--- src/rtl/rc4_core_arbiter.sv ---
// Round-robin arbiter sharing one RC4 keystream core between NUM_REQ requesters.
// Optional RUN watchdog enabled by defining RC4_TIMEOUT_EN.
module rc4_core_arbiter #(
    parameter int NUMS_OF_BYTES  = 4,
    parameter int NUM_REQ        = 2,
    parameter int TIMEOUT_CYCLES = 4096
) (
    input  logic                       clk,
    input  logic                       rst_n,
    input  logic [NUM_REQ-1:0]         req,
    input  logic [NUM_REQ*32-1:0]      req_key,
    input  logic [NUM_REQ*8-1:0]       req_key_length,
    output logic [NUM_REQ-1:0]         gnt,
    output logic [NUM_REQ-1:0]         rsp_valid,
    input  logic [NUM_REQ-1:0]         rsp_ready,
    output logic [NUMS_OF_BYTES*8-1:0] rsp_data,
    output logic                       rsp_err,
    output logic                       busy,
    output logic                       core_start,
    output logic [31:0]                core_key,
    output logic [7:0]                 core_key_length,
    input  logic                       core_done,
    input  logic [NUMS_OF_BYTES*8-1:0] core_ks
);

    // state | meaning
    // IDLE  | arbitrate among pending requests
    // RUN   | core working, waiting for core_done
    // RESP  | response held for the owner until rsp_ready
    typedef enum logic [1:0] {IDLE, RUN, RESP} state_t;

    localparam int PW = (NUM_REQ > 1) ? $clog2(NUM_REQ) : 1;

    state_t            state;
    logic [PW-1:0]     rr_ptr;
    logic [PW-1:0]     owner;
    logic [PW-1:0]     win;
    logic              found;
    logic [31:0]       sel_key;
    logic [7:0]        sel_len;
    logic              legal;
    logic [PW-1:0]     next_ptr;
    logic [NUM_REQ-1:0] win_oh;
    logic [NUM_REQ-1:0] owner_oh;

    // Rotating search: first pending requester at or after rr_ptr wins.
    always_comb begin
        int idx;
        found = 1'b0;
        win   = '0;
        idx   = 0;
        for (int i = 0; i < NUM_REQ; i++) begin
            idx = int'(rr_ptr) + i;
            if (idx >= NUM_REQ) idx = idx - NUM_REQ;
            if (!found && req[idx]) begin
                found = 1'b1;
                win   = PW'(idx);
            end
        end
    end

    assign sel_key  = req_key[32*win +: 32];
    assign sel_len  = req_key_length[8*win +: 8];
    assign legal    = (sel_len != 8'd0) && (sel_len <= 8'd4);
    assign next_ptr = (owner == PW'(NUM_REQ - 1)) ? '0 : owner + 1'b1;
    assign win_oh   = NUM_REQ'(1) << win;
    assign owner_oh = NUM_REQ'(1) << owner;

`ifdef RC4_TIMEOUT_EN
    localparam logic [15:0] TO_LAST = 16'(TIMEOUT_CYCLES - 1);
    logic [15:0] to_cnt;
`else
    logic [15:0] unused_timeout;
    assign unused_timeout = 16'(TIMEOUT_CYCLES - 1);
`endif

    always_ff @(posedge clk or negedge rst_n) begin
        if (!rst_n) begin
            state           <= IDLE;
            rr_ptr          <= '0;
            owner           <= '0;
            gnt             <= '0;
            rsp_valid       <= '0;
            rsp_data        <= '0;
            rsp_err         <= 1'b0;
            busy            <= 1'b0;
            core_start      <= 1'b0;
            core_key        <= '0;
            core_key_length <= '0;
`ifdef RC4_TIMEOUT_EN
            to_cnt          <= '0;
`endif
        end else begin
            gnt        <= '0;
            core_start <= 1'b0;
            case (state)
                IDLE: begin
                    if (found) begin
                        owner           <= win;
                        core_key        <= sel_key;
                        core_key_length <= sel_len;
                        gnt             <= win_oh;
                        busy            <= 1'b1;
                        if (legal) begin
                            core_start <= 1'b1;
                            state      <= RUN;
`ifdef RC4_TIMEOUT_EN
                            to_cnt     <= '0;
`endif
                        end else begin
                            // Bad length never reaches the core.
                            rsp_err   <= 1'b1;
                            rsp_data  <= '0;
                            rsp_valid <= win_oh;
                            state     <= RESP;
                        end
                    end
                end
                RUN: begin
                    if (core_done) begin
                        rsp_data  <= core_ks;
                        rsp_err   <= 1'b0;
                        rsp_valid <= owner_oh;
                        state     <= RESP;
                    end
`ifdef RC4_TIMEOUT_EN
                    else if (to_cnt == TO_LAST) begin
                        rsp_err   <= 1'b1;
                        rsp_data  <= '0;
                        rsp_valid <= owner_oh;
                        state     <= RESP;
                    end else begin
                        to_cnt <= to_cnt + 16'd1;
                    end
`endif
                end
                RESP: begin
                    if (rsp_ready[owner]) begin
                        rsp_valid <= '0;
                        rr_ptr    <= next_ptr;
                        busy      <= 1'b0;
                        state     <= IDLE;
                    end
                end
                default: state <= IDLE;
            endcase
        end
    end

endmodule

--- config.mk ---
export PLATFORM = sky130hd
export DESIGN_NAME = rc4_core_arbiter
export DESIGN_NICKNAME = d
export VERILOG_FILES = /design/src/rtl/rc4_core_arbiter.sv
export SDC_FILE = /design/constraint.sdc
export NUM_CORES = 1
export LEC_CHECK = 0
export BUFFER_PORTS_ARGS = -buffer_cell sky130_fd_sc_hd__clkbuf_2
export CORE_UTILIZATION = 43
export CTS_BUF_LIST = sky130_fd_sc_hd__clkbuf_4 sky130_fd_sc_hd__clkbuf_8
export CTS_CLUSTER_DIAMETER = 50
export DETAILED_ROUTE_END_ITERATION = 6
export MAX_ROUTING_LAYER = met4
export PLACE_DENSITY = 0.78
export SKIP_LAST_GASP = 1
export SYNTH_ARGS = -nofsm -noshare
export SYNTH_HDL_FRONTEND = slang
export SYNTH_SLANG_ARGS = --single-unit
export TNS_END_PERCENT = 5
--- constraint.sdc ---
create_clock -name clk -period 1.9 [get_ports clk]
set_input_delay 0.19 -clock clk [delete_from_list [all_inputs] [get_ports clk]]
set_output_delay 0.19 -clock clk [all_outputs]
set_load 0.005 [all_outputs]
## Word-level counts from Yosys, hierarchy flattened

Index checks and enable logic that the tools add are counted.

| storage, ports and cells | value |
|---|---|
| output and inout port bits | 79 |
| logic and storage cells | 85 |
| register bits after elaboration | 83 |
| bits of input ports | 119 |

| cells by class | value |
|---|---|
| $add $sub $neg | 4 |
| multiplexer cells | 40 |
| shift operators | 4 |
| order comparisons | 6 |
| reductions and logical operators | 14 |
| equal/unequal tests | 6 |

Operators with widths:

| cell | number |
|---|---|
| two-way mux 32 bit | 5 |
| < comparator 32 x 3 -> 1 bit, second input constant | 2 |
| case mux 32 bit (2 select lines) | 1 |
| variable part select 64 x 7 -> 32 bit | 1 |
| two-way mux 1 bit | 21 |
| two-way mux 2 bit | 9 |
| variable part select 16 x 5 -> 8 bit | 1 |
| case mux 2 bit (3 select lines) | 2 |
| less-or-equal comparator 8 x 3 -> 1 bit, second input constant | 1 |
| != test 2 bit, second input constant | 4 |
| nonzero test 8 bit | 1 |
| AND reduction 3 bit | 2 |
| AND reduction 5 bit | 1 |
| case mux 1 bit (2 select lines) | 2 |
| AND reduction 2 bit | 2 |
| AND reduction 4 bit | 1 |
| nonzero test 2 bit | 2 |
| << shifter 1 x 1 -> 2 bit, first input constant | 2 |
| nonzero test 3 bit | 1 |
| subtractor 1 x 2 -> 3 bit, second input constant | 1 |
| subtractor 2 x 2 -> 3 bit, second input constant | 1 |
| adder 1 x 1 -> 2 bit, second input constant | 1 |
| == test 2 x 1 -> 1 bit, second input constant | 1 |
| == test 2 bit, second input constant | 1 |
| 7 further kinds | 8 |

## Depth between registers and ports, before layout

Gate-level depths: netlist of run 1.

| depth | value |
|---|---|
| depth after elaboration | 15 |
| depth in mapped cells | 8 |

## Worst setup path before layout of run 1

Ideal clock, no wire load.

| timing path | value |
|---|---|
| path type | register -> register |
| start point | reg rr_ptr |
| end point | reg rsp_valid[0] |
| cell stages (with the launch flop) | 7 |
| data arrival time | 1.863 ns |
| library setup time | 0.127 ns |
| required time | 1.773 ns |
| slack | -0.091 ns |
| path through | dfrtp_1 > nand2b_1 > nand2_2 > mux2i_4 > o21ai_2 > a211o_1 > mux2_1 |

| between the ends | value |
|---|---|
| longest elaborated chain between the ends | 14 |
| elaborated cells on any way between the ends | 30 |
| those cells by class | 3 x add/sub; 3 x order compare; 2 x eq/ne; 2 x shift; 15 x mux; 5 x reduce/logical |

RTL lines:

| what | RTL line | text |
|---|---|---|
| start, declared | 35 | `logic [PW-1:0] rr_ptr;` |
| start signal, assigned | 140 | `rr_ptr <= next_ptr;` |
| subtractor 1 x 2 -> 3 bit or greater-or-equal comparator 1 x 2 -> 1 bit (tied branches) | 54 | `if (idx >= NUM_REQ) idx = idx - NUM_REQ;` |
| two-way mux 32 bit | 54 |  |
| two-way mux 1 bit (not written as such) (3 in a row) | 55 | `if (!found && req[idx]) begin` |
| two-way mux 1 bit | 55 |  |
| logical NOT 1 bit | 55 |  |
| logical AND 1 bit | 55 |  |
| two-way mux 1 bit | 55 |  |
| variable part select 16 x 5 -> 8 bit | 63 | `assign sel_len = req_key_length[8*win +: 8];` |
| less-or-equal comparator 8 x 3 -> 1 bit or nonzero test 8 bit (tied branches) | 64 | `assign legal = (sel_len != 8'd0) && (sel_len <= 8'd4);` |
| logical AND 1 bit | 64 |  |
| != test 2 bit (no source line) | -- |  |
| AND reduction 5 bit (no source line) | -- |  |
| end signal, assigned | 114 | `rsp_valid <= win_oh;` |
| end signal, assigned | 123 | `rsp_valid <= owner_oh;` |
| end, declared | 14 | `output logic [NUM_REQ-1:0] rsp_valid,` |

Parallel ways exist; a longest one is shown, timed or not. The select of a mux whose other input is x is not followed.
A chain may end at the register's enable or synchronous reset.

## Worst setup path after layout of run 1

| timing path | value |
|---|---|
| start point | reg state[1] |
| end point | reg rsp_data[17] |

| between the ends | value |
|---|---|
| longest elaborated chain between the ends | 3 |
| elaborated cells on any way between the ends | 8 |
| those cells by class | 4 x eq/ne; 1 x mux; 3 x reduce/logical |

RTL lines:

| what | RTL line | text |
|---|---|---|
| start, declared | 34 | `state_t state;` |
| start signal, assigned | 79 | `state <= IDLE;` |
| start signal, assigned | 106 | `state <= RUN;` |
| start signal, assigned | 115 | `state <= RESP;` |
| == test 2 x 1 -> 1 bit or logical NOT 2 bit (tied branches) | 96 | `case (state)` |
| != test 2 bit (no source line) or nonzero test 2 bit (tied branches) | -- |  |
| AND reduction 4 bit (no source line) | -- |  |
| end signal, assigned | 121 | `rsp_data <= core_ks;` |
| end, declared | 16 | `output logic [NUMS_OF_BYTES*8-1:0] rsp_data,` |

Parallel ways exist; a longest one is shown, timed or not.

==> impl_metrics.tcl, run 1 <==
set metrics [dict create \
    status "completed" \
    num_vias 3948 \
    area_growth_pct 35.0 \
    total_power_uw 6270 \
    relSlewSlack 0.676 \
    holdPathStages 3 \
    fin_crit_ns 1.80 \
    synth.most_common_cell "dfrtp_1" \
    crit_path_max_incr_delay_ns 0.40 \
    slowest_stage "dfrtp_1" \
    critPathTopFamily "buffers and inverters" \
    grt_max_degree 50 \
    syn_area_um2 4160 \
    slew_viol_final 0 \
    cts_buffer_depth 2 \
    dp_hpwl_um 8360 \
    pre_cts_slack_ns -0.122 \
    postCtsSetupBuffers 0 \
    r2r_slack_ns 0.1 \
    final.setup_skew_ns 0.0117 \
    track_usage 0.238 \
    cp.required_ns 2.11 \
    synth_common_cells "dfrtp_1, nand2_1, inv_1, nand3_1" \
    grt-ovfl-total 0 \
    grt_pass1_wl_um 18600 \
    clock_latency_ns 0.34 \
    start_kind "register" \
    yosysUniqueCellTypes 32 \
    drive_gt1_frac 0.463 \
    dpl.cell_count 702 \
    synthCells 390 \
    viasPerCell 5.50 \
    cts.sinks 83 \
    fmax_ghz 0.555 \
    drtIter0Drc 218 \
    hold_violations 0 \
    synth_edf_count 0 \
    cts_tree "yes" \
    drtPass1Iterations 5 \
    yosysTopAreaCell "dfrtp_1" \
    synthTopCellsByArea "dfrtp_1, o211ai_2, a222oi_1, a22oi_1, nand2_1" \
    initial_core_util 0.446 \
    pwr-share-seq 0.416 \
    drtAntennaViolNets 0 \
    crit_chain "inv_1 > ha_1 > clkinv_1 > buf_4 > o221ai_4 > buf_12 > nand2_1 > o211ai_2" \
    crit_buf_inv 4 \
    cts.clk_slew.worst_paths_ns 0.09 \
    arrival_ns 2.02 \
    crit_type "register to register" \
    antenna_cells 0 \
    syn_nets 513 \
    drc_errors 0 \
    combPwrFrac 0.383 \
    final_cells 718 \
    p_per_area_nw_per_um2 1120 \
    irDropWorstVdd_v 0.000703 \
    wire_per_inst_um 16.1 \
    yosysWarningCount 0 \
    crit_path_max_fanout 35 \
    finalCritPeriodShare 0.948 \
    design.portCount 198 \
    syn_area_per_cell_um2 10.7 \
    synth_top_area_share 0.499 \
    yosysSeqAreaShare 0.499 \
    switching_share 0.355 \
    ys_seq_elements 83 \
    internal_power_uw 4040 \
    r2r_start "state[1]$_DFFE_PN0P_" \
    crit_path_start "state[1]$_DFFE_PN0P_" \
    fillers 827 \
    h-tree-depth 3 \
    die_y_um 100 \
    die_x_um 100 \
    drv_cap 0 \
    reg2regPathDepth 8 \
    netSwitchingPower_uw 2220 \
    p_clk_frac 0.202 \
    setup.worst_path.end "rsp_data[17]$_DFFE_PN0P_" \
    final_nets 708 \
    endpoint_kind "register" \
    async_flop_share 1.00 \
    r2r_end "rsp_data[17]$_DFFE_PN0P_" \
    cts-root-buf "clkbuf_8" \
    antenna_found_initial 0 \
    p_leak_uw 0.00297 \
    fin_hold_ws_ns 0.0576 \
    worst_slew_pin_slew_ns 0.487 \
    cts-buffers-inserted 9 \
    grt_pass1_vias 4053 \
    min_path_type "primary input to register" \
    grt_setup_unrepaired "false" \
    num_rows 35 \
    fin_setup_tns_ns 0 \
    drt_wl_total_um 11600 \
    fin_ws_ns 0.0979 \
    numPortBuffers 197 \
    core_area_um2 9330 \
    ys.flop_type "dfrtp_1" \
    cp.depth 8 \
    place.gp.congestion 0.817 \
    die_area_um2 10100 \
    setup_violations 0 \
]
-- tightest hold or removal path, stage by stage --
cell and delay [ns]:
clkbuf_2 0.08, a222oi_1 0.05, inv_1 0.05
-- area by class of cell --
class / instances / area [µm²] / share of cell area
timing repair buffer: 215 / 1200 / 0.214
tap: 129 / 161 / 0.0287
multi-input combinational: 238 / 1840 / 0.327
clock inverter: 4 / 51.3 / 0.00914
inverter: 38 / 143 / 0.0254
clock buffer: 11 / 145 / 0.0258
sequential: 83 / 2080 / 0.370
-- worst min path at each step --
stage                     slack (ns)         from                        to
after floorplan                -0.11        rst_n          busy$_DFFE_PN0P_
after global placement          0.17        rst_n  rsp_data[25]$_DFFE_PN0P_
after detailed placement        0.18        rst_n  rsp_data[25]$_DFFE_PN0P_
after CTS                       0.04  req_key[57]  core_key[25]$_DFFE_PN0P_
after global routing            0.04  req_key[49]  core_key[17]$_DFFE_PN0P_
final                           0.06  req_key[57]  core_key[25]$_DFFE_PN0P_
-- metrics by stage --
step	util	cell area [µm²]
global placement	0.580	5410
global route	0.602	5620
CTS	0.602	5620
finish	0.602	5620
detailed placement	0.580	5410
floorplan	-	4170
-- cell usage in the layout (no fill, tap or decap), drive strengths merged, types with 2 or more instances in the layout --
cell type	instances
nor3	3
mux2i	11
nor4b	2
clkinv	3
nand3	33
ha	4
dfrtp	83
or4	2
a22oi	32
o21ai	19
clkbuf	207
inv	37
o211ai	32
a21oi	6
nand2	46
a222oi	32
a21o	2
and2	2
buf	18
nor2	5
mux2	2
-- layer usage --
metal  track usage  share of wire  up-vias
met5             -              0        -
met4        0.0736          0.011        0
met1         0.272           0.40     1899
met3        0.0494          0.072       13
met2         0.420           0.52      175
li1              -              -     1861
-- registers in the layout, summed over array words and instances, names as in the netlist --
name,count
owner,1
rsp_data,32
rsp_valid,2
rsp_err,1
core_key_length,8
core_key,32
gnt,2
core_start,1
busy,1
rr_ptr,1
state,2
-- power by group through the flow --
stage          logic (µW)  registers [µW]  clock network (µW)
5_1_grt              2670            2660                1380
3_3_place_gp         2340            2600                   0
3_5_place_dp         2430            2620                   0
6_report             2400            2600                1260
4_1_cts              2430            2600                1310
2_1_floorplan        1270            2630                   0
-- cells by family after synthesis --
group / after synthesis / share of synthesized area
compound gates: 126 / 0.273
simple gates: 95 / 0.113
flops: 83 / 0.499
buf+inv: 69 / 0.0677
mux: 13 / 0.0349
fa+ha+maj: 4 / 0.0120
-- repair_timing --
action,4_1_cts,5_1_grt
setup endpoints to repair,0,0
endpoints found under the hold margin,34,0
hold buffers,1,0
resized for setup,0,0
Note: power is estimated with default switching activity, not from simulation.
==> inputs of run 2 (changes only) <==
- CORE_UTILIZATION: 43 -> 52
- PLACE_DENSITY: 0.78 -> 0.88
- SKIP_LAST_GASP: 1 -> default
- clock period: 1.9 -> 2.1 ns (I/O delays scaled with it)
==> run 2 against run 1 <==
Against the previous run:
- combinational power shrank 10%
- non-clock buffer count shrank 2
- routed wire length grew 1.2%
- sequential power shrank 9.2%
- count of clock-buffer cells in the layout is the same
- die area shrank 17%
- via count grew 3.0%
- maximum frequency shrank 4.4%
- clock skew shrank 0.0022 ns
- design area shrank 1.4%
- first-iteration DRC count grew 69%
- clock power shrank 6%
==> impl_metrics.tcl, run 2 (synthesized netlist as in run 1, its figures left out) <==
set metrics [dict create \
    fin_crit_ns 1.89 \
    fin_ws_ns 0.214 \
    p_leak_uw 0.00294 \
    num_vias 4067 \
    track_usage 0.299 \
    fin_setup_tns_ns 0 \
    grt_max_degree 50 \
    grt_pass1_vias 4175 \
    r2r_slack_ns 0.21 \
    clock_latency_ns 0.35 \
    relSlewSlack 0.541 \
    start_kind "register" \
    final_common_cell "clkbuf_2" \
    arrival_ns 2.11 \
    pre_cts_slack_ns 0.0346 \
    crit_type "register to register" \
    cp.required_ns 2.32 \
    crit_path_start "state[0]$_DFFE_PN0P_" \
    final_nets 706 \
    grt_setup_unrepaired "false" \
    fmax_ghz 0.530 \
    cts_resized 0 \
    cts-root-buf "clkbuf_8" \
    r2r_start "state[0]$_DFFE_PN0P_" \
    worst_slew_pin_slew_ns 0.686 \
    irDropWorstVdd_v 0.000650 \
    cts.sinks 83 \
    hold_violations 0 \
    crit_buf_inv 3 \
    crit_chain "inv_1 > ha_2 > o21ai_4 > nor2_2 > buf_4 > a222oi_1 > inv_1" \
    wire_per_inst_um 17.0 \
    dp_hpwl_um 8530 \
    drt_wl_total_um 11700 \
    fin_hold_ws_ns 0.0658 \
    core_area_um2 7730 \
    min_path_type "primary input to register" \
    antenna_cells 0 \
    slew_viol_final 0 \
    multi_input_area_um2 1820 \
    path_common_cell "inv_1" \
    die_x_um 91.4 \
    initial_core_util 0.538 \
    cp.depth 7 \
    die_area_um2 8360 \
    reg_top3 "core_key: 32 flops, rsp_data: 32 flops, core_key_length: 8 flops" \
    slowest_stage "dfrtp_1" \
    design.portCount 198 \
    drtPass1Iterations 6 \
    numPortBuffers 197 \
    place.gp.congestion 0.836 \
    endpoint_kind "register" \
    grt_pass1_wl_um 19200 \
    cts-buffers-inserted 9 \
    grt-ovfl-total 0 \
    final.setup_skew_ns 0.00949 \
    antenna_found_initial 0 \
    cts.clk_slew.worst_paths_ns 0.09 \
    finalCritPeriodShare 0.898 \
    r2r_end "core_key[29]$_DFFE_PN0P_" \
    h-tree-depth 3 \
    fillers 547 \
    num_rows 32 \
    crit_path_max_incr_delay_ns 0.40 \
    register_area_um2 2080 \
    cts_tree "yes" \
    holdPathStages 3 \
    reg2regPathDepth 7 \
    cts_buffer_depth 2 \
    drtAntennaViolNets 0 \
    die_y_um 91.4 \
    area_growth_pct 33.1 \
    critPathTopFamily "compound AO/OA/AOI/OAI gates" \
    crit_path_max_fanout 33 \
    drive_gt1_frac 0.461 \
    layout_common_cells "clkbuf_2, dfrtp_1, nand2_1" \
    p_per_area_nw_per_um2 1030 \
    viasPerCell 5.89 \
    setup.worst_path.end "core_key[29]$_DFFE_PN0P_" \
    drc_errors 0 \
    drv_cap 0 \
    setup_violations 0 \
    status "completed" \
    drtIter0Drc 369 \
]
-- run 2: timing repair --
| action | 4_1_cts | 5_1_grt |
|---|---|---|
| hold endpoints to repair | 34 | 0 |
| hold buffers | 1 | 0 |
| setup buffers | 0 | 0 |
-- run 2: worst min-delay path by stage --
stage / startpoint / end
floorplan: rst_n / busy$_DFFE_PN0P_
global placement: rst_n / rsp_data[31]$_DFFE_PN0P_
detailed placement: rst_n / rsp_data[27]$_DFFE_PN0P_
CTS: req_key[36] / core_key[4]$_DFFE_PN0P_
global route: req_key[46] / core_key[14]$_DFFE_PN0P_
finish: req_key[35] / core_key[3]$_DFFE_PN0P_
-- run 2: final cells by class --
| class | count | share of cell area |
|---|---|---|
| clock buffer | 11 | 0.0262 |
| clock inverter | 5 | 0.0111 |
| sequential | 83 | 0.375 |
| timing repair buffer | 213 | 0.210 |
| inverter | 38 | 0.0258 |
| tap | 102 | 0.0230 |
| multi-input combinational | 238 | 0.329 |
-- run 2: per-layer routing --
metal  up-vias  part of all wire  GRT usage
li1       1851                 -          -
met1      1983              0.38      0.353
met2       207              0.52      0.501
met3        26             0.079     0.0570
met4         0             0.022      0.124
met5         -                 0          -
-- run 2: power by group --
group / switching, µW / total, µW / internal, µW
Clock: 581 / 1180 / 600
Combinational: 1190 / 2160 / 975
Sequential: 292 / 2360 / 2070
-- run 2: stage by stage --
stage          utilization  std cells  cell area (µm²)  total power, µW
4_1_cts              0.717        690             5540             5740
5_1_grt              0.717        690             5540             6050
3_3_place_gp         0.689        673             5320             4420
2_1_floorplan            -        390             4160             3510
3_5_place_dp         0.689        673             5320             4550
6_report             0.717        690             5540             5700
-- run 2: worst reg2reg max path: cells and delay by family, from the launching register on --
family | cells | cell delay (ns)
AO/OA/AOI/OAI | 2 | 0.64
buffers and inverters | 3 | 0.44
flip-flops | 1 | 0.40
adder cells (fa/ha/maj) | 1 | 0.24
AND/OR/NAND/NOR | 1 | 0.05
